## src/rtl/uart_pkg.sv

```systemverilog
// Shared UART types and frame constants.
// Used by the transmitter and the receiver.
package uart_pkg;

  typedef enum logic [1:0] {
    IDLE,
    START,
    DATA,
    STOP
  } uart_state_t;

  localparam int UART_DATA_BITS = 8;
  localparam int UART_STOP_BITS = 1;

endpackage

```

## src/rtl/uart_sync_fifo.sv

```systemverilog
// Single-clock FIFO with occupancy count.
// Pushes while full and pops while empty are ignored.
module uart_sync_fifo #(
  parameter int WIDTH = 8,
  parameter int DEPTH = 4
) (
  input  logic                   clk,
  input  logic                   rst,
  input  logic                   push,
  input  logic [WIDTH-1:0]       wdata,
  input  logic                   pop,
  output logic [WIDTH-1:0]       rdata,
  output logic                   full,
  output logic                   empty,
  output logic [$clog2(DEPTH):0] count
);

  localparam int AW = $clog2(DEPTH);
  localparam int CW = AW + 1;

  logic [WIDTH-1:0] mem_q [DEPTH];
  logic [AW-1:0]    wptr_q, wptr_d;
  logic [AW-1:0]    rptr_q, rptr_d;
  logic [CW-1:0]    count_q, count_d;
  logic             do_push;
  logic             do_pop;

  assign full    = (count_q == CW'(DEPTH));
  assign empty   = (count_q == '0);
  assign count   = count_q;
  assign rdata   = mem_q[rptr_q];
  assign do_push = push & ~full;
  assign do_pop  = pop & ~empty;

  // Power-of-2 depth lets the pointers wrap on their own.
  always_comb begin
    wptr_d  = wptr_q;
    rptr_d  = rptr_q;
    count_d = count_q;
    if (do_push) wptr_d = wptr_q + AW'(1);
    if (do_pop)  rptr_d = rptr_q + AW'(1);
    case ({do_push, do_pop})
      2'b10:   count_d = count_q + CW'(1);
      2'b01:   count_d = count_q - CW'(1);
      default: count_d = count_q;
    endcase
  end

  always_ff @(posedge clk) begin
    if (rst) begin
      wptr_q  <= '0;
      rptr_q  <= '0;
      count_q <= '0;
    end else begin
      wptr_q  <= wptr_d;
      rptr_q  <= rptr_d;
      count_q <= count_d;
    end
  end

  always_ff @(posedge clk) begin
    if (do_push) mem_q[wptr_q] <= wdata;
  end

endmodule

```

## src/rtl/uart_tx_fifo.sv

```systemverilog
// 8N1 UART transmitter fed by a byte FIFO.
// Back-to-back frames leave no idle gap on the line.
module uart_tx_fifo
  import uart_pkg::*;
#(
  parameter int CLKS_PER_BIT = 434,
  parameter int FIFO_DEPTH   = 4,
  parameter int DEBUG_UART   = 0
) (
  input  logic                        clk,
  input  logic                        rst,
  input  logic [7:0]                  i_tx_data,
  input  logic                        i_tx_dv,
  output logic                        o_tx_ready,
  output logic                        o_tx_serial,
  output logic                        o_tx_active,
  output logic                        o_tx_done,
  output logic [$clog2(FIFO_DEPTH):0] o_fifo_count
);

  localparam logic [15:0] BitMax  = 16'(CLKS_PER_BIT - 1);
  localparam logic [15:0] StopMax =
    16'(CLKS_PER_BIT * UART_STOP_BITS - 1);
  localparam logic [2:0]  LastIdx = 3'(UART_DATA_BITS - 1);

  uart_state_t state_q, state_d;
  logic [15:0] cnt_q, cnt_d;
  logic [2:0]  idx_q, idx_d;
  logic [7:0]  data_q, data_d;
  logic        serial_q, serial_d;
  logic        active_q;
  logic        evt_q, evt_d;
  logic        done_q;

  logic        pop;
  logic        full;
  logic        empty;
  logic [7:0]  rdata;

  uart_sync_fifo #(
    .WIDTH (8),
    .DEPTH (FIFO_DEPTH)
  ) u_fifo (
    .clk   (clk),
    .rst   (rst),
    .push  (i_tx_dv),
    .wdata (i_tx_data),
    .pop   (pop),
    .rdata (rdata),
    .full  (full),
    .empty (empty),
    .count (o_fifo_count)
  );

  if (DEBUG_UART != 0) begin : g_dbg
  end

  always_comb begin
    state_d  = state_q;
    cnt_d    = cnt_q;
    idx_d    = idx_q;
    data_d   = data_q;
    serial_d = 1'b1;
    evt_d    = 1'b0;
    pop      = 1'b0;
    unique case (state_q)
      IDLE: begin
        if (!empty) begin
          pop     = 1'b1;
          data_d  = rdata;
          cnt_d   = '0;
          idx_d   = '0;
          state_d = START;
        end
      end
      START: begin
        serial_d = 1'b0;
        if (cnt_q == BitMax) begin
          cnt_d   = '0;
          idx_d   = '0;
          state_d = DATA;
        end else begin
          cnt_d = cnt_q + 16'd1;
        end
      end
      DATA: begin
        serial_d = data_q[idx_q];
        if (cnt_q == BitMax) begin
          cnt_d = '0;
          if (idx_q == LastIdx) state_d = STOP;
          else idx_d = idx_q + 3'd1;
        end else begin
          cnt_d = cnt_q + 16'd1;
        end
      end
      STOP: begin
        if (cnt_q == StopMax) begin
          cnt_d = '0;
          evt_d = 1'b1;
          // Chain straight into the next start bit.
          if (!empty) begin
            pop     = 1'b1;
            data_d  = rdata;
            idx_d   = '0;
            state_d = START;
          end else begin
            state_d = IDLE;
          end
        end else begin
          cnt_d = cnt_q + 16'd1;
        end
      end
      default: state_d = IDLE;
    endcase
  end

  // Line, active and done lag the state by one cycle.
  always_ff @(posedge clk) begin
    if (rst) begin
      state_q  <= IDLE;
      cnt_q    <= '0;
      idx_q    <= '0;
      data_q   <= '0;
      serial_q <= 1'b1;
      active_q <= 1'b0;
      evt_q    <= 1'b0;
      done_q   <= 1'b0;
    end else begin
      state_q  <= state_d;
      cnt_q    <= cnt_d;
      idx_q    <= idx_d;
      data_q   <= data_d;
      serial_q <= serial_d;
      active_q <= (state_q != IDLE);
      evt_q    <= evt_d;
      done_q   <= evt_q;
    end
  end

  assign o_tx_ready  = ~full;
  assign o_tx_serial = serial_q;
  assign o_tx_active = active_q;
  assign o_tx_done   = done_q;

endmodule
```

## config.mk

```make
export PLATFORM = sky130hd
export DESIGN_NAME = uart_tx_fifo
export DESIGN_NICKNAME = d
export VERILOG_FILES = /design/src/rtl/uart_pkg.sv /design/src/rtl/uart_sync_fifo.sv /design/src/rtl/uart_tx_fifo.sv
export SDC_FILE = /design/constraint.sdc
export NUM_CORES = 1
export LEC_CHECK = 0
export CAP_MARGIN = 25
export CORE_UTILIZATION = 50
export DETAILED_ROUTE_END_ITERATION = 6
export DONT_BUFFER_PORTS = 1
export GPL_TIMING_DRIVEN = 0
export PLACE_DENSITY = 0.62
export SKIP_LAST_GASP = 1
export SYNTH_ARGS = -nofsm -noshare
export SYNTH_HDL_FRONTEND = slang
export SYNTH_SLANG_ARGS = --single-unit
```

## constraint.sdc

```tcl
create_clock -name clk -period 2.77 [get_ports clk]
set_clock_uncertainty 0.1 [all_clocks]
set_input_delay 0.6925 -clock clk [delete_from_list [all_inputs] [get_ports clk]]
set_output_delay 0.6925 -clock clk [all_outputs]
set_load 0.01 [all_outputs]
```

-- Yosys cells after proc, flatten, opt, wreduce, memory -nomap -nowiden
Memory sizes are Yosys's and may differ from the RTL's. A register that Yosys moved wholly into a read port is not among the register bits.
Cells that the tools add are included.
- add/sub/neg operators: 6
- reduce and logical (&&, ||, !) cells: 10
- bitwise operators: 5
- mux-type cells: 31
- equality and inequality tests: 14
- order comparisons: 1
- operators with widths (operator ; number):
    two-way mux 16 bit ; 2
    case mux 16 bit (2 select lines) ; 1
    adder 16 x 1 -> 16 bit, second input constant ; 1
    == test 16 x 9 -> 1 bit, second input constant ; 1
    two-way mux 8 bit ; 2
    case mux 8 bit (2 select lines) ; 1
    two-way mux 3 bit ; 5
    two-way mux 2 bit ; 7
    != test 2 bit, second input constant ; 6
    case mux 3 bit (4 select lines) ; 1
    case mux 2 bit (4 select lines) ; 1
    two-way mux 1 bit ; 7
    adder 3 x 1 -> 3 bit, second input constant ; 2
    == test 2 bit, second input constant ; 3
    == test 3 bit, second input constant ; 2
    case mux 3 bit (2 select lines) ; 1
    nonzero test 2 bit ; 3
    AND reduction 5 bit ; 1
    adder 2 x 1 -> 2 bit, second input constant ; 2
    == test 2 x 1 -> 1 bit, second input constant ; 2
    less-than comparator 3 x 4 -> 1 bit, second input constant ; 1
    case mux 1 bit (2 select lines) ; 2
    AND reduction 4 bit ; 1
    binary-select mux 1 bit (select 3 bit) ; 1
    8 further kinds ; 11
- memories kept: 1
- bits of input ports: 11
- bits in registers: 40
- word-level logic and storage cells: 79
- bits in writable memories: 32
- output and inout port bits: 7
- memories (memory ; depth ; width ; read ports ; clocked after Yosys merged registers in ; write ports ; line ; text):
    u_fifo.mem_q ; 4 ; 8 ; 1 ; 1 ; 1 ; uart_sync_fifo.sv:21 ; logic [WIDTH-1:0] mem_q [DEPTH];

-- Depth between registers and ports, before layout
Gate-level depths: netlist of run 1.
- word-level depth: 7
- depth in mapped cells: 11
- mapped depth without buffers: 11

-- Modules after synthesis
A second synthesis of run 1 with hierarchy kept.
- cells, all modules: 298
- area total of the unflattened synthesis: 3393.3 µm²
- modules (own cells, without submodules) (module ; instances ; area each (µm²) ; cells an instance ; seq. area each (µm²)):
    uart_tx_fifo ; 1 ; 1757.9 ; 202 ; 660.6
    uart_sync_fifo ; 1 ; 1635.3 ; 96 ; 1141.1

-- Least setup slack after synthesis of run 1
OpenSTA, ideal clock, no wires.
- path kind: reg2reg
- from: register cnt_q[1]
- to: register u_fifo.count_q[2], in the netlist u_fifo.count[2]
- arrival: 2.291 ns
- clock period less this slack: 2.462 ns
- cell stages (with the launch flop): 12
- path slack: 0.308 ns
- buffers on the path: 0
- data required time: 2.599 ns
- setup time: 0.071 ns
- cell sequence: dfxtp_1 inv_1 ha_1 nor4b_2 nand4_2 nor2_1 o21a_1 ha_1 fa_1 xnor2_1 or3_1 a21oi_1
- longest elaborated chain between the ends: 6
- elaborated cells between the ends (all ways): 8
- classes of those cells: eq/ne (3); mux (3); bitwise (1); reduce/logical (1)
- RTL lines (element ; line ; text):
    from (decl) ; uart_tx_fifo.sv:27 ; logic [15:0] cnt_q, cnt_d;
    from (signal assigned) ; uart_tx_fifo.sv:130 ; cnt_q <= cnt_d;
    == test 16 x 9 -> 1 bit (*) ; uart_tx_fifo.sv:97 ; if (cnt_q == StopMax) begin
    two-way mux 1 bit (*) ; uart_tx_fifo.sv:97 ;
    case mux 1 bit (2 select lines) (*) ; uart_tx_fifo.sv:66 ; unique case (state_q)
    bitwise AND 1 bit (*) ; uart_sync_fifo.sv:33 ; assign do_pop = pop & ~empty;
    named net u_fifo.do_pop ; uart_sync_fifo.sv:26 ; logic do_pop;
    == test 2 x 1 -> 1 bit / == test 2 bit (equally long branches) ; uart_sync_fifo.sv:42 ; case ({do_push, do_pop})
    case mux 3 bit (2 select lines) / nonzero test 2 bit (equally long branches) ; n/a ;
    to (signal assigned) ; uart_sync_fifo.sv:57 ; count_q <= count_d;
    to (decl) ; uart_sync_fifo.sv:24 ; logic [CW-1:0] count_q, count_d;
Mark *: on every way through the listed nets, which the timed path passes. The rest lies on a longest branch.
A chain may end at the register's enable or synchronous reset.

-- Final worst setup path of run 1
- from: register state_q[0]
- to: register cnt_q[12]
- longest elaborated chain between the ends: 3
- elaborated cells between the ends (all ways): 7
- classes of those cells: eq/ne (4); mux (1); reduce/logical (2)
- RTL lines (element ; line ; text):
    from (decl) ; uart_tx_fifo.sv:26 ; uart_state_t state_q, state_d;
    from (signal assigned) ; uart_tx_fifo.sv:129 ; state_q <= state_d;
    == test 2 bit / == test 2 x 1 -> 1 bit (equally long branches) ; uart_tx_fifo.sv:66 ;
    OR reduction 3 bit (no source line) ; n/a ;
    case mux 16 bit (2 select lines) ; uart_tx_fifo.sv:66 ;
Parallel ways exist; a longest one is shown, timed or not.

==> results of run 1 <==
## layout by cell type (no fill, tap or decap), types with 2 or more instances in the layout
cell type and count:
dfxtp_1 42, edfxtp_1 32, nand3_1 21, nand2_1 19, a31oi_1 15, o21ai_0 14
ha_1 14, a21oi_1 12, nor2_1 11, inv_1 10, mux4_2 10, clkbuf_8 9
clkbuf_1 8, mux2i_1 8, and3_1 7, nor4_1 6, or3_1 5, buf_1 4
nand4_1 4, or4_1 4, o211ai_1 4, and2_1 3, xnor2_1 3, nand3b_1 3
nor3_1 3, a41oi_1 3, nand2b_1 3, or3b_1 2, nor2b_1 2, nand4b_1 2
xor2_1 2, o311ai_0 2, clkinv_4 2, inv_6 2
## path summary, 6_finish.rpt
path | from | end | slack (ps) | depth (start not counted)
min reg2reg | evt_q | o_tx_done | 340 | 1
max | state_q[0] | cnt_q[12] | 170 | 6
max reg2reg | state_q[0] | cnt_q[12] | 170 | 6
min | i_tx_data[3] | u_fifo.mem_q[1][3] | 330 | 0
## through the flow
stage	cell area, sq um	std cells	setup TNS (ps)	power [mW]	util
global placement	3635	403	0	2.703	0.5350
floorplan	3515	307	0	2.440	-
finish	3851	419	0	3.585	0.5669
detailed placement	3635	403	-8.092	2.740	0.5350
global route	3851	419	-53.18	3.816	0.5669
CTS	3855	420	0	3.626	0.5674
## layer usage
layer  wire length (um)  global-route usage
met1               3423              0.2897
met2               3115              0.2931
met3                320             0.06064
met4                 63             0.09697
met5                  0                   0
## worst register-to-register path: cells and delay by family, from the launching register on
| family | cells | cell delay (ps) |
|---|---|---|
| simple gates | 2 | 1260 |
| fa+ha+maj | 1 | 420 |
| flops | 1 | 350 |
| compound gates | 2 | 250 |
| buf+inv | 1 | 130 |
## sequential cells by signal, indices dropped and copies added, names as in the netlist, named ones only
register       count
u_fifo.mem_q      32
cnt_q             16
data_q             8
idx_q              3
u_fifo.count       3
state_q            2
u_fifo.rptr_q      2
u_fifo.wptr_q      2
evt_q              1
o_tx_active        1
o_tx_done          1
o_tx_serial        1
## cell type report
cell class | count | area [sq um]
Timing Repair Buffer | 1 | 7.507
Buffer | 15 | 66.31
Multi-Input combinational cell | 207 | 1610
Inverter | 10 | 37.54
Fill cell | 580 | 2943
Clock buffer | 9 | 123.9
Sequential cell | 74 | 1802
Tap cell | 96 | 120.1
Clock inverter | 7 | 83.83
## where the power goes
| part | switching, mW | internal (mW) | leakage [nW] | total (mW) |
|---|---|---|---|---|
| sequential | 0.143 | 1.34 | 0.635 | 1.48 |
| combinational | 0.704 | 0.520 | 0.547 | 1.22 |
| clock | 0.445 | 0.431 | 0.102 | 0.876 |
| total | 1.29 | 2.29 | 1.28 | 3.58 |
## timing repair
action	4_1_cts	5_1_grt
endpoints found under the hold margin	0	0
pin swaps	1	0
buffers inserted	1	0
endpoints found under the setup margin	1	1
resized for setup	1	0
## kinds of logic after synthesis
group,after synthesis,share of synthesized area
mux,19,0.09007
compound gates,59,0.1143
fa+ha+maj,15,0.05554
buf+inv,26,0.03061
xor+xnor,5,0.01246
simple gates,109,0.1844
flops,74,0.5126
==> run metrics, run 1 <==
CP Data Arrival Time=2770 ps; RSZ-0062 raised after global routing=true; Vias=2448; Leakage=1.285 nW; maximum VDD drop=0.4232 mV; largest net degree at the start of global routing=16; Synth Flop Type=dfxtp_1; DR WL/cell=16.52 um; Final HPWL DP=4935 um; Tmin final=2597 ps; root buf cell=clkbuf_8; Data required, critical path=2940 ps; vias in the first global route=2303; most common cell in the netlist=dfxtp_1; antenna-violating nets left=0; top cells by area, synth=edfxtp_1 (27%), dfxtp_1 (24%), mux4_2 (6.4%); Inserted Diodes=0; HP Class=primary input to register; die width=85.84 um; Post-synth EDFFs=32; critical path's top delay family=simple AND/OR/NAND/NOR gates; Post-CTS Hold Buffers=0; CTS tree=yes; Cell variety after synth=58; Worst path slowest cell=or4b_2; die height=85.84 um; # port buffers=0; setup ws final=173.3 ps; cts bufs inserted=9; H-tree lvl count=3; Placement Setup Slack=-8.092 ps; total congestion overflow=0; First-pass DRT Iterations=4; Worst setup EP type=register; syn_area_per_cell=11.45 sq um; Rows=30; # DRC=0; # Max-Cap Violations=0; hold_ws=328.8 ps; WP buf/inv=1; Worst setup SP type=register; status=completed; Layout area overhead=9.576%; # setup viols final=0; Yosys reg bits=74; cell taking the most area after synthesis=edfxtp_1; f_max=385.1 MHz; Final period util=0.9374; post-synthesis sequential area ratio=0.5126; initial DRC count=160; Slew Limit Fails=0; final hold violation count=0; Mapped Cells=307; via density per instance=5.842; Worst-Skew Late Latency=350 ps; GRT Resource Usage Total=0.2060; IO Pins=18; first-pass GRT wire length=11340 um; Worst slew margin=0.5256; core area=6794 sq um; Slew @ Worst Pin=705.1 ps; Routed WL=6923 um; Post-Syn Area=3515 sq um; kind of critical path=register to register; Post-synth top cells=dfxtp_1 (42), edfxtp_1 (32), nand3_1 (21), nand2_1 (19), a31oi_1 (15); global placement routability congestion=0.8158; Initial Util=0.5173; final net count=344; CTS Sinks=74; layout cells sized above 1=0.1393; Max Buffers Root-to-Sink=2; PwrDens=930.8 nW/um^2; Slowest Stage Delay on Critical Path=700 ps; die area=7369 sq um; initial antenna violation count=0; YS warnings=0; CP cell instances=inv_1 > ha_1 > or4b_2 > nor2_1 > a31oi_1 > o22ai_1; clock slew at reported path FFs=90 ps; Syn Nets=333; CP max FO=13; post-synth top area share=0.2734; FFs w/ async S/R, synth=0
No activity file was read; power rests on OpenSTA's default activity.
==> run 2, diff against run 1 <==
Settings changed: ABC_AREA set to 1.
Clock period 2.77 ns to 2.9 ns, I/O delays scaled along.
==> run metrics, run 2 <==
post-synthesis sequential area ratio=0.5132; placed cell count=504; # DRC=0; number of flip-flops in the largest register=32; Fill cells=618; Layout area overhead=9.872%; syn_area_per_cell=8.605 sq um; setup TNS=0 ps; Yosys reg bits=74; Final period util=0.8570; HP Start=evt_q; Post-Syn Area=3511 sq um; YS warnings=0; Post-CTS Setup Bufs=0; Cell variety after synth=32; Slew @ Worst Pin=780.0 ps; largest net degree at the start of global routing=15; Worst slew margin=0.4781; GRT Resource Usage Total=0.1993; antenna-violating nets left=0; die width=85.80 um; clock slew at reported path FFs=80 ps; via density per instance=5.098; final net count=445; Data required, critical path=3080 ps; f_max=402.4 MHz; Finished Layout Cells=520; PwrDens=890.2 nW/um^2; Worst-Skew Late Latency=350 ps; vias in the first global route=2384; CTS tree=yes; CTS Sinks=74; global placement routability congestion=0.8424; # resized after CTS=0; Mapped Cells=408; die area=7361 sq um; Post-synth top cells=nand2_1 (66), nor2_1 (56), dfxtp_1 (42), inv_1 (37), o21ai_0 (35); R2R Setup Slk=410 ps; post-synth top area share=0.2737; Max Buffers Root-to-Sink=2; Slew Limit Fails=0; DR WL/cell=12.65 um; Vias=2651; H-tree lvl count=3; # setup viols final=0; Worst setup EP type=register; layout cells sized above 1=0.1179; Rows=30; Tmin final=2485 ps; first-pass GRT wire length=11160 um; # port buffers=0; initial antenna violation count=0; IO Pins=18; Post-CTS Hold Buffers=0; Initial Util=0.5168; HP Class=register to register; # Max-Cap Violations=0; total congestion overflow=0; total power=3.434 mW; kind of critical path=register to register; status=completed; hold_ws=307.4 ps; maximum VDD drop=0.5300 mV; First-pass DRT Iterations=4; root buf cell=clkbuf_8; Hold EP=o_tx_done; Routed WL=6577 um; Inserted Diodes=0; CP max FO=6; cell taking the most area after synthesis=edfxtp_1; initial DRC count=159; most common cell in the netlist=nand2_1; Syn Nets=434; Worst setup SP type=register; Largest regs=u_fifo.mem_q: 32 flops, cnt_q: 16 flops, data_q: 8 flops; hold depth=2; Synth Flop Type=dfxtp_1; cts bufs inserted=9; CP Data Arrival Time=2670 ps; core area=6794 sq um; die height=85.80 um; most frequent cells in the layout=nand2_1 (66), nor2_1 (56), dfxtp_1 (42), inv_1 (37), o21ai_0 (35); Finished Core Util=0.5678; top cells by area, synth=edfxtp_1 (27%), dfxtp_1 (24%), nand2_1 (7.1%); Final HPWL DP=4676 um; R2R cell count=12; Reg2Reg Capture Point=u_fifo.count[2]; Post-synth EDFFs=32; reg2reg start=state_q[0]; RSZ-0062 raised after global routing=false; final hold violation count=0; FFs w/ async S/R, synth=0; Leakage=1.462 nW; register name with the most flops=u_fifo.mem_q; commonest non-fill, non-tap cell in the layout=nand2_1
[run 2: power by group]
part           switching [mW]  total, mW  internal [mW]
logic                   0.742       1.13          0.392
registers               0.125       1.40           1.28
clock network           0.406      0.897          0.492
total                    1.27       3.43           2.16
[run 2: through the flow]
| stage | worst slack, ps | area, sq um |
|---|---|---|
| detailed placement | 426.5 | 3631 |
| global placement | 460.0 | 3631 |
| global route | 202.4 | 3857 |
| finish | 414.8 | 3857 |
| floorplan | 642.1 | 3511 |
| CTS | 399.3 | 3857 |
[run 2: final cells by class]
cell class                      count  area (sq um)  area share
Sequential cell                    74          1802      0.4671
Multi-Input combinational cell    281          1500      0.3889
Inverter                           42         157.7     0.04087
Clock buffer                        9         123.9     0.03211
Tap cell                           96         120.1     0.03114
Clock inverter                      7         102.6     0.02660
Buffer                             11         51.30     0.01330
[run 2: cells by family after synthesis]
family	count (synthesis)	synth area share
AND/OR/NAND/NOR	186	0.2455
AO/OA/AOI/OAI	77	0.1187
flip-flops	74	0.5132
buffers and inverters	53	0.05951
adder cells (fa/ha/maj)	15	0.05560
XOR/XNOR	3	0.007485
[run 2: worst max-delay path, stage by stage, from the launching register on]
cell and delay, ps:
dfxtp_1 370, inv_1 120, ha_1 270, inv_1 170, nand2_1 150, nand3_4 120, inv_1 50, ha_1 230
fa_1 390, a21oi_1 140, o21a_1 140, o21ai_0 70, a21oi_1 110
[run 2: layer usage]
layer / GRT usage / wire length, um
met1: 0.2634 / 3159
met4: 0.07727 / 83
met3: 0.04139 / 271
met5: 0 / 0
met2: 0.3229 / 3062
[run 2: how the worst max path moves through the flow]
stage,startpoint,end,cells past startpoint
after detailed placement,state_q[1],u_fifo.count[2],12
final,state_q[0],u_fifo.count[2],12
after global placement,state_q[1],u_fifo.count[2],12
after global routing,state_q[1],u_fifo.count[2],12
after CTS,state_q[1],u_fifo.count[2],12
after floorplan,state_q[0],u_fifo.count[2],11
